### src/rtl/modrm_sib_decode_if.sv
// Bundle between the ModR/M decoder, the prefetch FIFO, the register file and the sequencer.
// master: decoder side; slave: surrounding core (or testbench).
interface modrm_sib_decode_if #(
    parameter int unsigned EA_WIDTH = 32
);
    logic                start;
    logic                addr32;
    logic                busy;
    logic                complete;
    logic [EA_WIDTH-1:0] effective_address;
    logic [2:0]          regnum;
    logic                rm_is_reg;
    logic [2:0]          rm_regnum;
    logic                ss_default;
    logic [2:0]          reg_sel0;
    logic [2:0]          reg_sel1;
    logic [EA_WIDTH-1:0] reg_data0;
    logic [EA_WIDTH-1:0] reg_data1;
    logic                fifo_rd_en;
    logic [7:0]          fifo_rd_data;
    logic                fifo_empty;

    modport master (
        input  start, addr32, reg_data0, reg_data1, fifo_rd_data, fifo_empty,
        output busy, complete, effective_address, regnum, rm_is_reg, rm_regnum, ss_default,
               reg_sel0, reg_sel1, fifo_rd_en
    );

    modport slave (
        output start, addr32, reg_data0, reg_data1, fifo_rd_data, fifo_empty,
        input  busy, complete, effective_address, regnum, rm_is_reg, rm_regnum, ss_default,
               reg_sel0, reg_sel1, fifo_rd_en
    );
endinterface

### src/rtl/modrm_sib_decode.sv
// ModR/M decoder: pulls ModR/M, SIB and displacement bytes from the FIFO and registers the EA.
// Define SIB_EN to compile in 32-bit addressing (SIB byte, disp32); otherwise pure 16-bit decoder.
module modrm_sib_decode #(
    parameter int unsigned EA_WIDTH = 32
) (
    input logic                clk,
    input logic                reset_n,
    modrm_sib_decode_if.master bus
);

    localparam logic [2:0] RegSp = 3'd4;
    localparam logic [2:0] RegBx = 3'd3;
    localparam logic [2:0] RegBp = 3'd5;
    localparam logic [2:0] RegSi = 3'd6;
    localparam logic [2:0] RegDi = 3'd7;

`ifdef SIB_EN
    typedef enum logic [2:0] {StIdle, StModrm, StSib, StDisp, StEa, StDone} state_e;
`else
    typedef enum logic [2:0] {StIdle, StModrm, StDisp, StEa, StDone} state_e;
`endif

    state_e              state_q, state_d;
    logic [7:0]          modrm_q, modrm_d;
    logic [31:0]         disp_q, disp_d;
    logic [2:0]          cnt_q, cnt_d;
    logic [2:0]          len_q, len_d;
    logic [EA_WIDTH-1:0] ea_q, ea_d;
    logic [2:0]          regnum_q, regnum_d;
    logic [2:0]          rm_regnum_q, rm_regnum_d;
    logic                rm_is_reg_q, rm_is_reg_d;
    logic                ss_q, ss_d;
    logic                complete_q, complete_d;
    logic                a32;

    logic [2:0]  sel0, sel1;
    logic        use0, use1;
    logic [1:0]  shamt;
    logic        ss_calc;
    logic [31:0] base_v, idx_v, disp_ext, sum, ea_calc;

    function automatic logic [2:0] disp_len16(input logic [1:0] md, input logic [2:0] rm);
        case (md)
            2'b01:   return 3'd1;
            2'b10:   return 3'd2;
            2'b00:   return (rm == 3'b110) ? 3'd2 : 3'd0;
            default: return 3'd0;
        endcase
    endfunction

`ifdef SIB_EN
    logic [7:0] sib_q, sib_d;
    logic       a32_q, a32_d;

    assign a32 = a32_q;

    // base only matters when a SIB byte is present (rm=100)
    function automatic logic [2:0] disp_len32(input logic [1:0] md, input logic [2:0] rm,
                                              input logic [2:0] base);
        case (md)
            2'b01:   return 3'd1;
            2'b10:   return 3'd4;
            2'b00:   return (rm == 3'b101 || (rm == 3'b100 && base == 3'b101)) ? 3'd4 : 3'd0;
            default: return 3'd0;
        endcase
    endfunction
`else
    assign a32 = 1'b0;
`endif

    // Register selects and address arithmetic from the latched bytes; meaningful in StEa.
    always_comb begin
        sel0  = 3'd0;
        sel1  = 3'd0;
        use0  = 1'b0;
        use1  = 1'b0;
        shamt = 2'd0;
`ifdef SIB_EN
        if (a32) begin
            if (modrm_q[2:0] == 3'b100) begin
                sel0  = sib_q[2:0];
                use0  = !(modrm_q[7:6] == 2'b00 && sib_q[2:0] == 3'b101);
                sel1  = sib_q[5:3];
                use1  = (sib_q[5:3] != 3'b100);
                shamt = sib_q[7:6];
            end else begin
                sel0 = modrm_q[2:0];
                use0 = !(modrm_q[7:6] == 2'b00 && modrm_q[2:0] == 3'b101);
            end
        end else
`endif
        begin
            case (modrm_q[2:0])
                3'b000:  begin sel0 = RegBx; use0 = 1'b1; sel1 = RegSi; use1 = 1'b1; end
                3'b001:  begin sel0 = RegBx; use0 = 1'b1; sel1 = RegDi; use1 = 1'b1; end
                3'b010:  begin sel0 = RegBp; use0 = 1'b1; sel1 = RegSi; use1 = 1'b1; end
                3'b011:  begin sel0 = RegBp; use0 = 1'b1; sel1 = RegDi; use1 = 1'b1; end
                3'b100:  begin sel0 = RegSi; use0 = 1'b1; end
                3'b101:  begin sel0 = RegDi; use0 = 1'b1; end
                3'b110:  begin sel0 = RegBp; use0 = (modrm_q[7:6] != 2'b00); end
                default: begin sel0 = RegBx; use0 = 1'b1; end
            endcase
        end

        ss_calc = use0 && (sel0 == RegBp || (a32 && sel0 == RegSp));
        base_v  = use0 ? 32'(bus.reg_data0) : 32'd0;
        idx_v   = use1 ? (32'(bus.reg_data1) << shamt) : 32'd0;
        case (len_q)
            3'd1:    disp_ext = {{24{disp_q[7]}}, disp_q[7:0]};
            3'd2:    disp_ext = {{16{disp_q[15]}}, disp_q[15:0]};
            3'd4:    disp_ext = disp_q;
            default: disp_ext = 32'd0;
        endcase
        sum     = base_v + idx_v + disp_ext;
        ea_calc = a32 ? sum : {16'd0, sum[15:0]};
    end

    always_comb begin
        state_d     = state_q;
        modrm_d     = modrm_q;
        disp_d      = disp_q;
        cnt_d       = cnt_q;
        len_d       = len_q;
        ea_d        = ea_q;
        regnum_d    = regnum_q;
        rm_regnum_d = rm_regnum_q;
        rm_is_reg_d = rm_is_reg_q;
        ss_d        = ss_q;
`ifdef SIB_EN
        sib_d       = sib_q;
        a32_d       = a32_q;
`endif
        case (state_q)
            // DONE also accepts start so back-to-back decodes need no idle cycle
            StIdle, StDone: begin
                state_d = StIdle;
                if (bus.start) begin
                    modrm_d = 8'd0;
                    disp_d  = 32'd0;
                    cnt_d   = 3'd0;
                    len_d   = 3'd0;
`ifdef SIB_EN
                    sib_d   = 8'd0;
                    a32_d   = (EA_WIDTH == 32) && bus.addr32;
`endif
                    state_d = StModrm;
                end
            end
            StModrm: begin
                if (!bus.fifo_empty) begin
                    modrm_d = bus.fifo_rd_data;
`ifdef SIB_EN
                    len_d = a32 ? disp_len32(bus.fifo_rd_data[7:6], bus.fifo_rd_data[2:0], 3'd0)
                                : disp_len16(bus.fifo_rd_data[7:6], bus.fifo_rd_data[2:0]);
`else
                    len_d = disp_len16(bus.fifo_rd_data[7:6], bus.fifo_rd_data[2:0]);
`endif
                    if (bus.fifo_rd_data[7:6] == 2'b11) begin
                        ea_d        = '0;
                        regnum_d    = bus.fifo_rd_data[5:3];
                        rm_regnum_d = bus.fifo_rd_data[2:0];
                        rm_is_reg_d = 1'b1;
                        ss_d        = 1'b0;
                        state_d     = StDone;
                    end
`ifdef SIB_EN
                    else if (a32 && bus.fifo_rd_data[2:0] == 3'b100) begin
                        state_d = StSib;
                    end
`endif
                    else if (len_d != 3'd0) begin
                        state_d = StDisp;
                    end else begin
                        state_d = StEa;
                    end
                end
            end
`ifdef SIB_EN
            StSib: begin
                if (!bus.fifo_empty) begin
                    sib_d   = bus.fifo_rd_data;
                    len_d   = disp_len32(modrm_q[7:6], modrm_q[2:0], bus.fifo_rd_data[2:0]);
                    state_d = (len_d != 3'd0) ? StDisp : StEa;
                end
            end
`endif
            StDisp: begin
                if (!bus.fifo_empty) begin
                    disp_d[{cnt_q[1:0], 3'b000} +: 8] = bus.fifo_rd_data;
                    cnt_d = cnt_q + 3'd1;
                    if (cnt_d == len_q) begin
                        state_d = StEa;
                    end
                end
            end
            StEa: begin
                ea_d        = EA_WIDTH'(ea_calc);
                regnum_d    = modrm_q[5:3];
                rm_regnum_d = modrm_q[2:0];
                rm_is_reg_d = 1'b0;
                ss_d        = ss_calc;
                state_d     = StDone;
            end
            default: state_d = StIdle;
        endcase
        complete_d = (state_d == StDone);
    end

    always_ff @(posedge clk or negedge reset_n) begin
        if (!reset_n) begin
            state_q     <= StIdle;
            modrm_q     <= 8'd0;
            disp_q      <= 32'd0;
            cnt_q       <= 3'd0;
            len_q       <= 3'd0;
            ea_q        <= '0;
            regnum_q    <= 3'd0;
            rm_regnum_q <= 3'd0;
            rm_is_reg_q <= 1'b0;
            ss_q        <= 1'b0;
            complete_q  <= 1'b0;
`ifdef SIB_EN
            sib_q       <= 8'd0;
            a32_q       <= 1'b0;
`endif
        end else begin
            state_q     <= state_d;
            modrm_q     <= modrm_d;
            disp_q      <= disp_d;
            cnt_q       <= cnt_d;
            len_q       <= len_d;
            ea_q        <= ea_d;
            regnum_q    <= regnum_d;
            rm_regnum_q <= rm_regnum_d;
            rm_is_reg_q <= rm_is_reg_d;
            ss_q        <= ss_d;
            complete_q  <= complete_d;
`ifdef SIB_EN
            sib_q       <= sib_d;
            a32_q       <= a32_d;
`endif
        end
    end

`ifdef SIB_EN
    assign bus.fifo_rd_en = !bus.fifo_empty &&
                            (state_q == StModrm || state_q == StSib || state_q == StDisp);
`else
    assign bus.fifo_rd_en = !bus.fifo_empty && (state_q == StModrm || state_q == StDisp);
`endif
    assign bus.busy              = bus.start | (state_q != StIdle);
    assign bus.complete          = complete_q;
    assign bus.effective_address = ea_q;
    assign bus.regnum            = regnum_q;
    assign bus.rm_regnum         = rm_regnum_q;
    assign bus.rm_is_reg         = rm_is_reg_q;
    assign bus.ss_default        = ss_q;
    assign bus.reg_sel0          = sel0;
    assign bus.reg_sel1          = sel1;

endmodule

### src/flat_wrapper.sv
// flat-port wrapper written by rule: the top's interface ports become plain ports
module modrm_sib_decode_flat 
#(
    parameter int unsigned EA_WIDTH = 32
)
  (clk, reset_n, bus_start, bus_addr32, bus_reg_data0, bus_reg_data1, bus_fifo_rd_data, bus_fifo_empty, bus_busy, bus_complete, bus_effective_address, bus_regnum, bus_rm_is_reg, bus_rm_regnum, bus_ss_default, bus_reg_sel0, bus_reg_sel1, bus_fifo_rd_en);
  modrm_sib_decode_if #(.EA_WIDTH(EA_WIDTH)) bus_i ();
  input logic clk;
  input logic reset_n;
  input wire logic [$bits(bus_i.start)-1:0] bus_start;
  input wire logic [$bits(bus_i.addr32)-1:0] bus_addr32;
  input wire logic [$bits(bus_i.reg_data0)-1:0] bus_reg_data0;
  input wire logic [$bits(bus_i.reg_data1)-1:0] bus_reg_data1;
  input wire logic [$bits(bus_i.fifo_rd_data)-1:0] bus_fifo_rd_data;
  input wire logic [$bits(bus_i.fifo_empty)-1:0] bus_fifo_empty;
  output wire logic [$bits(bus_i.busy)-1:0] bus_busy;
  output wire logic [$bits(bus_i.complete)-1:0] bus_complete;
  output wire logic [$bits(bus_i.effective_address)-1:0] bus_effective_address;
  output wire logic [$bits(bus_i.regnum)-1:0] bus_regnum;
  output wire logic [$bits(bus_i.rm_is_reg)-1:0] bus_rm_is_reg;
  output wire logic [$bits(bus_i.rm_regnum)-1:0] bus_rm_regnum;
  output wire logic [$bits(bus_i.ss_default)-1:0] bus_ss_default;
  output wire logic [$bits(bus_i.reg_sel0)-1:0] bus_reg_sel0;
  output wire logic [$bits(bus_i.reg_sel1)-1:0] bus_reg_sel1;
  output wire logic [$bits(bus_i.fifo_rd_en)-1:0] bus_fifo_rd_en;
  assign bus_i.start = bus_start;
  assign bus_i.addr32 = bus_addr32;
  assign bus_i.reg_data0 = bus_reg_data0;
  assign bus_i.reg_data1 = bus_reg_data1;
  assign bus_i.fifo_rd_data = bus_fifo_rd_data;
  assign bus_i.fifo_empty = bus_fifo_empty;
  assign bus_busy = bus_i.busy;
  assign bus_complete = bus_i.complete;
  assign bus_effective_address = bus_i.effective_address;
  assign bus_regnum = bus_i.regnum;
  assign bus_rm_is_reg = bus_i.rm_is_reg;
  assign bus_rm_regnum = bus_i.rm_regnum;
  assign bus_ss_default = bus_i.ss_default;
  assign bus_reg_sel0 = bus_i.reg_sel0;
  assign bus_reg_sel1 = bus_i.reg_sel1;
  assign bus_fifo_rd_en = bus_i.fifo_rd_en;
  modrm_sib_decode #(.EA_WIDTH(EA_WIDTH)) u_core (.clk(clk), .reset_n(reset_n), .bus(bus_i));
endmodule
### config.mk
export PLATFORM = sky130hd
export DESIGN_NAME = modrm_sib_decode_flat
export DESIGN_NICKNAME = d
export VERILOG_FILES = /design/src/rtl/modrm_sib_decode_if.sv /design/src/rtl/modrm_sib_decode.sv /design/src/flat_wrapper.sv
export SDC_FILE = /design/constraint.sdc
export NUM_CORES = 1
export LEC_CHECK = 0
export CAP_MARGIN = 20
export CORE_UTILIZATION = 44
export DETAILED_ROUTE_END_ITERATION = 6
export PLACE_DENSITY_LB_ADDON = 0.2
export SYNTH_ARGS = -nofsm -noshare
export SYNTH_HDL_FRONTEND = slang
export SYNTH_SLANG_ARGS = --single-unit
### constraint.sdc
create_clock -name clk -period 8.8 [get_ports clk]
set_input_delay 2.64 -clock clk [delete_from_list [all_inputs] [get_ports clk]]
set_output_delay 2.64 -clock clk [all_outputs]
set_load 0.05 [all_outputs]
Word-level counts from Yosys, hierarchy flattened
Cells that the tools add are included. Widths: inputs -> output; s select.

Logic and storage cells: 108. Memories: 0. Input port bits: 77. Memory bits (read-only): 0. Bits in writable memories: 0. Register bits: 90. Output and inout port bits: 49. Bits in latches: 0.

Divide/modulo/power cells: 0. Equality and inequality tests: 24. Muxes and demuxes: 45. $add $sub $neg: 4. Order comparisons: 0. Multiply operators: 0. Bitwise operators: 1. Reductions and logical operators: 21. Shift operators: 2.

Operators with widths (count): $mux 32 (4); $pmux 32 s2 (2); $pmux 16 s3 (1); $mux 3 (13); $add 16x16->16 (2); $bwmux 32 (1); $mux 16 (2); $shift 8x7->32 const A (1); $shiftx 8x7->32 (1); $pmux 3 s2 (5); $eq 3x3->1 const B (8); $pmux 3 s3 (2); $mux 8 (2); $pmux 8 s2 (1); $eq 3x2->1 const B (5); $pmux 3 s4 (1); $eq 3x1->1 const B (3); $reduce_and 3->1 (3); $mux 1 (8); $reduce_bool 2->1 (4); $neg 5->7 (1); $logic_not 3->1 (2); $ne 2x2->1 const B (3); $reduce_bool 3->1 (2); other kinds (15) (20).

Depth between registers and ports, before layout
Gate-level depths: netlist of run 1.

Depth in word-level cells: 11. Depth in mapped cells: 16. Mapped depth without buffers: 15.

Worst setup path before layout of run 1
Ideal clock, no wire load.

Path type: in2out. From: in bus_fifo_empty. To: out bus_fifo_rd_en. Cell stages on the path: 1. Path buffers: 0. Setup slack: 2424 ps. Arrival: 3736 ps. Data required time: 6160 ps. Path through: o21ai_0.

Word-level cells in the longest chain between the ends: 2.

RTL lines: from (decl) (line flat_wrapper.sv:15) `input wire logic [$bits(bus_i.fifo_empty)-1:0] bus_fifo_empty;`; $logic_not 1->1; $logic_and 1x1->1 (line modrm_sib_decode.sv:249) `assign bus.fifo_rd_en = !bus.fifo_empty && (state_q == StModrm || state_q == StDisp);`; to (decl) (line flat_wrapper.sv:25) `output wire logic [$bits(bus_i.fifo_rd_en)-1:0] bus_fifo_rd_en;`.

No other way between the ends.

Final worst setup path of run 1
Ends and elaborated chain as after synthesis.

==> reports/results.tsv, run 1 <==
stage	metric	value	unit
logic_synthesis	seq_area_frac_synth	35.88	%
layout	final.fill_count	782	
clocking	cts.path.max_buffers	2	
floorplan	die_x	97.05	um
pwr	switching_share	49.56	%
drt	route.detailed.drc	0	
job	maxCapViolCount	0	
logic_synthesis	synth_area_per_cell	8.440	sq um
sta	worst_slew_pin_slew	1.008	ns
layout	layout-drive-gt1-share	5.128	%
drt	wl	9169	um
grt	grt_use_total	20.58	%
hold_path	hold_start	u_core.bus.effective_address[15]	
clocking	post_cts_buffers	0	
critical_path	cp-end-kind	primary output	
logic_synthesis	synthTopCellsByArea	dfrtp_1 (36%), nand2_1 (13%), fa_1 (8.1%)	
critical_path	timing.rr.start	u_core.len_q[0]	
sta	maxSlewHeadroom	32.55	%
placed_design	placed_cell_area	0.004722	sq mm
layout	fin_area	0.004910	sq mm
grt	grt_util_met3	4.029	%
clocking	numCtsBuffers	9	
logic_synthesis	synth_top_area_cell	dfrtp_1	
layout	finalNetCount	654	
sta	finalClockSkew	0.008765	ns
critical_path	path_class	primary input to primary output	
pwr	ir_drop	230.0	uV
drt	first_pass_iters	4	
placed_design	dp.cells	638	
layout	stdcell_count	654	
logic_synthesis	netlist_top_cells_count	nand2_1 (136), dfrtp_1 (57), inv_1 (38)	
placed_design	dp_hpwl	6855	um
critical_path	cp.required	6.16	ns
logic_synthesis	postSynthCellCount	471	
pwr	clkPwrFrac	15.2	%
grt	grt_pass1_wl	15540	um
critical_path	crit_slowest_cell	clkdlybuf4s50_1	
hold_path	worstHoldPathType	flip-flop to flip-flop	
sta	hold_violations	0	
grt	grtUsageMet1	27.40	%
sta	grt_setup_unrepaired	false	
sta	fmax	139.8	MHz
logic_synthesis	ys_seq_elements	57	
drt	drtIter0Drc	182	
floorplan	design.core.area	0.008721	sq mm
critical_path	critPathMaxFanout	8	
clocking	cts.sinks	57	
sta	fin_ws	1.649	ns
pwr	pwr-share-comb	58.9	%
placed_design	pre_cts_slack	1.668	ns
grt	grt_max_degree	58	
critical_path	arrival	4.51	ns
drt	via_count	3378	
clocking	cts_tree	yes	
sta	finalCritPeriodShare	81.26	%
logic_synthesis	yosys_warnings	0	
floorplan	core.rowCount	34	
pwr	p_int	790.7	uW
grt	overflow	0	
floorplan	start_util	45.58	%
drt	ant_nets	0	
critical_path	path_buf_inv	2	
clocking	cts_resized	0	
pwr	p_per_area	319.3	mW/mm^2
placed_design	place_congestion	0.8573	
logic_synthesis	synth_most_common_cell	nand2_1	
drt	wl_per_cell	14.02	um
grt	grt_pass1_vias	3300	
grt	top_usage_layer	met2	
floorplan	die_area	0.009419	sq mm
sta	finalCriticalPeriod	7.151	ns
clocking	insertion_delay	0.34	ns
pwr	pwr-share-seq	25.9	%
sta	setup_violations	0	
grt	met2_usage	34.34	%
pwr	p_sw	776.9	uW
clocking	path_clk_slew	0.06	ns
logic_synthesis	synth-edff-count	0	
logic_synthesis	ys_async_sr_fraction	100.0	%
floorplan	die_h	97.05	um
pwr	p_leak	2.278	nW
critical_path	crit_family	buffers and inverters	
logic_synthesis	ys.flop_type	dfrtp_1	
clocking	clock-root-buffer	clkbuf_8	
pwr	total_power	1.568	mW
logic_synthesis	synth_cell_types	49	
placed_design	port_buffers	76	
clocking	htree_levels	3	
grt	antenna_found_initial	0	
clocking	ctsHoldBuffers	0	
critical_path	path_cells	clkdlybuf4s50_1 > or2_1 > o21ai_0 > clkdlybuf4s50_1	
floorplan	ios	126	
critical_path	cp_common_cell	clkdlybuf4s50_1	
layout	area_growth	23.51	%
drt	via_per_inst	5.165	
sta	fin_setup_tns	0	ns
run_status	status	finished clean	
sta	slew_violations	0	
critical_path	startpoint	bus_fifo_empty	
critical_path	critPathMaxStageDelay	0.84	ns
layout	antennaDiodeCount	0	
critical_path	startpoint_type	primary input	
logic_synthesis	yosysTopAreaCellShare	35.88	%
logic_synthesis	synthesis.area	0.003975	sq mm
-- power groups by stage --
stage	Combinational, mW	Clock, mW	Sequential, mW
floorplan	0.520	0	0.568
global placement	0.908	0	0.407
detailed placement	0.924	0	0.411
CTS	0.927	0.244	0.406
global route	1.01	0.255	0.418
finish	0.923	0.239	0.406
-- worst register-to-register path, cell delays in order (launching register included) --
cell	delay (ns)
dfrtp_1	0.42
inv_1	0.06
ha_1	0.41
nor2_1	0.44
nand2_1	0.15
fa_1	0.55
inv_1	0.04
ha_1	0.22
fa_1	0.40
a21o_1	0.22
a31oi_1	0.19
o21a_1	0.24
o21ai_0	0.13
xnor2_1	0.19
o21ai_0	0.10
-- cells in the final DEF (no fill, tap or decap), types with 3 or more instances in the layout --
cell type	synthesis	routed
nand2_1	136	136
clkdlybuf4s50_1	0	75
dfrtp_1	57	57
inv_1	38	38
o21ai_0	36	35
ha_1	20	20
a21oi_1	17	17
fa_1	16	16
conb_1	1	16
nor2_1	13	13
a21o_1	13	13
o21ai_1	12	12
xnor2_1	10	10
clkbuf_8	0	9
xor2_1	6	6
nand3_1	6	6
o21ai_2	4	5
a31oi_1	4	4
mux2i_1	4	4
a22o_1	4	4
nand4_1	3	3
nor3_1	3	3
-- routing by layer --
layer	wire, um	up-vias	share of wire [%]
li1	-	1669	-
met1	4090	1609	45
met2	4455	85	49
met3	489	15	5.3
met4	133	0	1.5
met5	0	-	0
-- cell type report --
class	instances	area, sq um	area share [%]
clock inverters	5	56.30	1.147
multi-input cells	356	2243	45.69
clock buffers	11	131.4	2.676
repair buffers	78	770.7	15.70
flip-flops and latches	57	1426	29.05
inverters	39	146.4	2.982
well taps	108	135.1	2.752
-- logic make-up (layout without fill, tap and decap cells) --
| logic type | Yosys count | count (layout) | share of synthesized area (%) |
|---|---|---|---|
| AO/OA/AOI/OAI | 107 | 107 | 17.03 |
| XOR/XNOR | 16 | 16 | 3.525 |
| adder cells (fa/ha/maj) | 36 | 36 | 14.35 |
| buffers and inverters | 73 | 133 | 9.191 |
| flip-flops | 57 | 57 | 35.88 |
| multiplexers | 5 | 5 | 1.291 |
| other | 1 | 16 | 0.09434 |
| AND/OR/NAND/NOR | 176 | 176 | 18.63 |
-- worst paths after layout --
kind / slack (ns) / cells past startpoint / end
setup / recovery: 1.65 / 4 / bus_fifo_rd_en
hold / removal: 0.47 / 2 / u_core.bus.effective_address[15]
setup reg to reg: 4.87 / 14 / u_core.bus.effective_address[11]
hold reg to reg: 0.47 / 2 / u_core.bus.effective_address[15]
max in group asynchronous: 5.90 / 2 / u_core.disp_q[14]
min in group asynchronous: 2.43 / 2 / u_core.bus.effective_address[5]
-- metrics by stage --
step	hold WS (ns)	util, %
2_1_floorplan	0.4515	-
3_3_place_gp	0.4622	54.15
3_5_place_dp	0.4662	54.15
4_1_cts	0.4809	56.30
5_1_grt	0.5044	56.30
6_report	0.4728	56.30
No activity file was read; power rests on OpenSTA's default activity.
==> inputs of run 2 (changes only) <==
--- a/config.mk
+++ b/config.mk
@@ -6,7 +6,7 @@
 export NUM_CORES = 1
 export LEC_CHECK = 0
 export CAP_MARGIN = 20
-export CORE_UTILIZATION = 44
+export CORE_UTILIZATION = 43
 export DETAILED_ROUTE_END_ITERATION = 6
 export PLACE_DENSITY_LB_ADDON = 0.2
 export SYNTH_ARGS = -nofsm -noshare
==> constraint.sdc (replaced) <==
create_clock -name clk -period 6.25 [get_ports clk]
set_input_delay 1.875 -clock clk [delete_from_list [all_inputs] [get_ports clk]]
set_output_delay 1.875 -clock clk [all_outputs]
set_load 0.05 [all_outputs]
==> reports/results.tsv, run 2 (synthesis gave the netlist of run 1 again) <==
stage	metric	value	unit	change
run_status	status	complete, but fails checks		
run_status	violations	design-rule violations		
drt	wl	9366	um	+2.1%
critical_path	r2r_cells	14		unchanged
drt	via_per_inst	5.029		-2.6%
sta	hold_violations	0		unchanged
critical_path	startpoint_type	primary input		
sta	finalClockSkew	0.01001	ns	+0.001242 ns
clocking	htree_levels	3		unchanged
critical_path	path_cells	clkdlybuf4s50_1 > or2_1 > o21ai_0 > clkdlybuf4s50_1		
layout	layout_common_cells	nand2_1 (136), clkdlybuf4s50_1 (75), dfrtp_1 (57), inv_1 (38), o21ai_0 (35)		
hold_path	hold_start	u_core.bus.effective_address[11]		
critical_path	path_buf_inv	2		unchanged
floorplan	core.rowCount	34		unchanged
sta	finalCritPeriodShare	90.18	%	
critical_path	reg2reg_to	u_core.bus.effective_address[15]		
sta	fin_setup_tns	0	ns	unchanged
clocking	post_cts_buffers	0		unchanged
grt	grt_pass1_wl	15590	um	+0.32%
clocking	path_clk_slew	0.06	ns	about the same
clocking	clock-root-buffer	clkbuf_8		
placed_design	port_buffers	76		unchanged
job	maxCapViolCount	0		unchanged
sta	slew_violations	0		unchanged
placed_design	dp_hpwl	7038	um	+2.7%
floorplan	die_x	98.15	um	+1.1%
grt	grt_pass1_vias	3314		+0.42%
grt	grt_use_total	20.60	%	about the same
layout	area_growth	24.21	%	
pwr	switching_share	48.70	%	-0.86 points
clocking	cts.sinks	57		unchanged
drt	via_count	3294		-2.5%
layout	final_common_cell	nand2_1		
grt	overflow	0		unchanged
sta	maxSlewHeadroom	31.60	%	-0.95 points
pwr	clkPwrFrac	16.2	%	+1.0 points
sta	grt_setup_unrepaired	false		
clocking	cts.path.max_buffers	2		unchanged
pwr	p_per_area	453.8	mW/mm^2	+42%
sta	fmax	177.4	MHz	
critical_path	cp_common_cell	clkdlybuf4s50_1		
critical_path	arrival	3.76	ns	-0.75 ns
clocking	numCtsBuffers	9		unchanged
layout	fin_util	55.80	%	-0.50 points
clocking	ctsHoldBuffers	0		unchanged
drt	wl_per_cell	14.30	um	+2.0%
clocking	cts_tree	yes		
clocking	insertion_delay	0.34	ns	about the same
placed_design	place_congestion	0.8270		-3.5%
floorplan	design.core.area	0.008848	sq mm	+1.5%
critical_path	cp-end-kind	primary output		
critical_path	timing.rr.start	u_core.len_q[0]		
critical_path	regToRegSetupSlack	2.33	ns	-2.54 ns
pwr	p_leak	2.295	nW	+0.78%
sta	setup_violations	0		unchanged
critical_path	crit_slowest_cell	clkdlybuf4s50_1		
drt	route.detailed.drc	7		+7
drt	first_pass_iters	7		+3
hold_path	hold_end	u_core.bus.effective_address[11]		
critical_path	critPathMaxFanout	8		unchanged
sta	hold_ws	0.4760	ns	+0.003186 ns
layout	antennaDiodeCount	0		unchanged
critical_path	crit_family	buffers and inverters		
critical_path	critPathMaxStageDelay	0.84	ns	about the same
floorplan	die_h	98.15	um	+1.1%
pwr	p_sw	1.091	mW	+40%
pwr	pwr-share-comb	58.3	%	-0.6 points
pwr	ir_drop	260.4	uV	+13%
hold_path	holdPathStages	2		unchanged
floorplan	die_area	0.009632	sq mm	+2.3%
layout	layout-drive-gt1-share	5.302	%	+0.17 points
clocking	cts_resized	0		unchanged
floorplan	ios	126		unchanged
sta	finalCriticalPeriod	5.636	ns	
critical_path	path_class	primary input to primary output		
pwr	p_int	1.149	mW	+45%
grt	grt_max_degree	58		unchanged
floorplan	start_util	44.92	%	-0.66 points
layout	finalNetCount	655		+0.15%
sta	worst_slew_pin_slew	1.022	ns	+0.01426 ns
hold_path	worstHoldPathType	flip-flop to flip-flop		
grt	antenna_found_initial	0		unchanged
drt	ant_nets	0		unchanged
pwr	pwr-share-seq	25.5	%	-0.4 points
critical_path	cp.required	4.38	ns	-1.78 ns
drt	drtIter0Drc	116		-36%
[run 2: power by group through the flow]
stage	sequential, mW	clock [mW]	combinational (mW)
2_1_floorplan	0.799	0	0.732
5_1_grt	0.590	0.385	1.43
3_3_place_gp	0.574	0	1.28
6_report	0.572	0.363	1.31
4_1_cts	0.573	0.369	1.31
3_5_place_dp	0.580	0	1.31
[run 2: routing by layer]
layer | wire length, um | track usage [%] | share of wire, % | up-vias
met2 | 4554 | 34.78 | 49 | 90
li1 | - | - | - | 1662
met3 | 456 | 4.939 | 4.9 | 16
met4 | 173 | 6.889 | 1.8 | 0
met5 | 0 | 0 | 0 | -
met1 | 4181 | 25.97 | 45 | 1526
[run 2: how the worst max path moves through the flow]
stage                         from        endpoint  slack, ns  cells past startpoint
floorplan           bus_fifo_empty  bus_fifo_rd_en       1.40                      1
global placement    bus_fifo_empty  bus_fifo_rd_en       0.66                      4
CTS                 bus_fifo_empty  bus_fifo_rd_en       0.61                      4
global route        bus_fifo_empty  bus_fifo_rd_en       0.55                      4
finish              bus_fifo_empty  bus_fifo_rd_en       0.61                      4
detailed placement  bus_fifo_empty  bus_fifo_rd_en       0.63                      4
[run 2: cell type report]
type	instances	area, sq um
multi-input cells	356	2243
clock inverters	2	35.03
inverters	39	146.4
fillers	849	3911
repair buffers	79	778.2
flip-flops and latches	57	1426
well taps	108	135.1
clock buffers	14	172.7
[run 2: tightest hold or removal path, cell delays in order, from the launching register on]
cell and delay (ns):
dfrtp_1 0.33, nand2_1 0.05, o21ai_0 0.06
[run 2: through the flow]
stage	setup slack (ns)	power [mW]	cell area (sq um)	instances
2_1_floorplan	1.404	1.531	4031	486
3_3_place_gp	0.6638	1.852	4730	639
3_5_place_dp	0.6300	1.887	4730	639
4_1_cts	0.6121	2.254	4937	655
5_1_grt	0.5505	2.403	4937	655
6_report	0.6137	2.240	4937	655
==> inputs of run 3 (changes only) <==
--- a/config.mk
+++ b/config.mk
@@ -6,8 +6,9 @@
 export NUM_CORES = 1
 export LEC_CHECK = 0
 export CAP_MARGIN = 20
-export CORE_UTILIZATION = 43
+export CORE_UTILIZATION = 44
 export DETAILED_ROUTE_END_ITERATION = 6
+export DONT_BUFFER_PORTS = 1
 export PLACE_DENSITY_LB_ADDON = 0.2
 export SYNTH_ARGS = -nofsm -noshare
 export SYNTH_HDL_FRONTEND = slang
==> reports/results.tsv, run 3 (synthesis gave the netlist of run 1 again) <==
stage	metric	value	unit	change
layout	area_growth	4.249	%	
sta	fmax	216.6	MHz	+22%
pwr	p_per_area	476.1	mW/mm^2	+4.9%
placed_design	place_congestion	0.7967		-3.7%
floorplan	die_area	0.009419	sq mm	-2.2%
floorplan	die_x	97.05	um	-1.1%
grt	grt_max_degree	58		unchanged
grt	overflow	0		unchanged
clocking	ctsHoldBuffers	0		unchanged
layout	fin_util	47.52	%	-8.3 points
clocking	cts.sinks	57		unchanged
sta	maxSlewHeadroom	33.93	%	+2.3 points
drt	drtIter0Drc	117		+0.86%
drt	via_count	3008		-8.7%
sta	slew_violations	0		unchanged
placed_design	port_buffers	0		-100%
job	maxCapViolCount	0		unchanged
drt	ant_nets	0		unchanged
hold_path	worstHoldPathType	flip-flop to flip-flop		
critical_path	crit_family	compound AO/OA/AOI/OAI gates		
sta	worst_slew_pin_slew	0.9890	ns	-0.03327 ns
critical_path	critPathMaxFanout	8		unchanged
floorplan	design.core.area	0.008721	sq mm	-1.4%
clocking	cts_resized	0		unchanged
sta	setup_violations	0		unchanged
sta	finalClockSkew	0.01286	ns	+0.002849 ns
clocking	cts.path.max_buffers	2		unchanged
pwr	p_leak	1.984	nW	-14%
drt	route.detailed.drc	0		-7
grt	grt_pass1_vias	2983		-10%
sta	fin_setup_tns	0	ns	unchanged
clocking	htree_levels	3		unchanged
clocking	numCtsBuffers	9		unchanged
clocking	cts_tree	yes		
critical_path	arrival	2.74	ns	-1.02 ns
drt	first_pass_iters	4		-3
critical_path	path_cells	or2_1 > o21ai_1		
floorplan	die_h	97.05	um	-1.1%
floorplan	ios	126		unchanged
critical_path	startpoint_type	primary input		
drt	wl_per_cell	15.33	um	+7.2%
run_status	status	finished clean		
placed_design	dp_hpwl	6499	um	-7.7%
floorplan	core.rowCount	34		unchanged
grt	antenna_found_initial	0		unchanged
clocking	post_cts_buffers	0		unchanged
pwr	total_power	1.973	mW	-12%
layout	antennaDiodeCount	0		unchanged
sta	finalCritPeriodShare	73.86	%	-16 points
clocking	path_clk_slew	0.07	ns	about the same
pwr	ir_drop	288.3	uV	+11%
grt	grt_pass1_wl	14690	um	-5.8%
critical_path	path_buf_inv	0		-2
critical_path	critPathMaxStageDelay	0.56	ns	-0.28 ns
floorplan	start_util	45.58	%	+0.66 points
critical_path	cp-end-kind	primary output		
clocking	insertion_delay	0.35	ns	about the same
layout	layout-drive-gt1-share	5.945	%	+0.64 points
critical_path	cp.required	4.38	ns	about the same
grt	grt_use_total	19.89	%	-0.70 points
layout	layout_common_cells	nand2_1 (136), dfrtp_1 (57), inv_1 (38), o21ai_0 (33), ha_1 (20)		
layout	finalNetCount	580		-11%
clocking	clock-root-buffer	clkbuf_8		
drt	wl	8878	um	-5.2%
sta	grt_setup_unrepaired	false		
drt	via_per_inst	5.195		+3.3%
sta	finalCriticalPeriod	4.616	ns	-1.020 ns
layout	final_common_cell	nand2_1		
sta	hold_violations	0		unchanged
critical_path	path_class	primary input to primary output		
critical_path	crit_slowest_cell	o21ai_1		
==> run 3: cell types whose count changed in the layout (fill, tap and decap cells not counted), moves of 2 or more <==
cell	before	now
clkdlybuf4s50_1	75	0
o21ai_0	35	33
clkbuf_8	12	10
o21ai_1	12	14
==> run 3: cell type report <==
| class | instances | area [sq um] |
|---|---|---|
| Clock buffer | 12 | 145.1 |
| Multi-Input combinational cell | 356 | 2243 |
| Tap cell | 108 | 135.1 |
| Clock inverter | 3 | 17.52 |
| Fill cell | 863 | 4577 |
| Inverter | 39 | 146.4 |
| Sequential cell | 57 | 1426 |
| Timing Repair Buffer | 4 | 30.03 |
==> run 3: path summary, 6_finish.rpt <==
kind,startpoint,end,slack (ns),depth (start not counted)
worst max-delay path,bus_fifo_empty,bus_fifo_rd_en,1.63,2
worst min-delay path,u_core.disp_q[9],u_core.disp_q[9],0.48,2
worst max register to register,u_core.len_q[0],u_core.bus.effective_address[15],2.30,14
worst min register to register,u_core.disp_q[9],u_core.disp_q[9],0.48,2
max in group asynchronous,reset_n,u_core.disp_q[3],4.92,0
min in group asynchronous,reset_n,u_core.bus.effective_address[11],1.21,0
==> run 3: through the flow <==
| stage | instances | cell area, sq um | hold WS, ns | setup WS (ns) |
|---|---|---|---|---|
| 5_1_grt | 579 | 4144 | 0.5031 | 1.599 |
| 6_report | 579 | 4144 | 0.4799 | 1.634 |
| 3_5_place_dp | 563 | 3974 | 0.4662 | 1.631 |
| 3_3_place_gp | 563 | 3974 | 0.4653 | 1.630 |
| 4_1_cts | 578 | 4136 | 0.4837 | 1.631 |
| 2_1_floorplan | 486 | 4031 | 0.4515 | 1.404 |
==> run 3: where the power goes <==
group          leakage (nW)  switching, mW  total, mW  internal [mW]
combinational          1.15          0.569      0.851          0.282
sequential            0.755          0.332      0.817          0.485
clock                0.0822          0.154      0.306          0.151
==> run 3: layer usage <==
metal  up-vias  track usage [%]  wire (um)
met5         -                0          0
met4         0            7.577        181
met3        16            6.043        610
met2        87            31.69       4193
met1      1391            25.40       3893
li1       1514                -          -
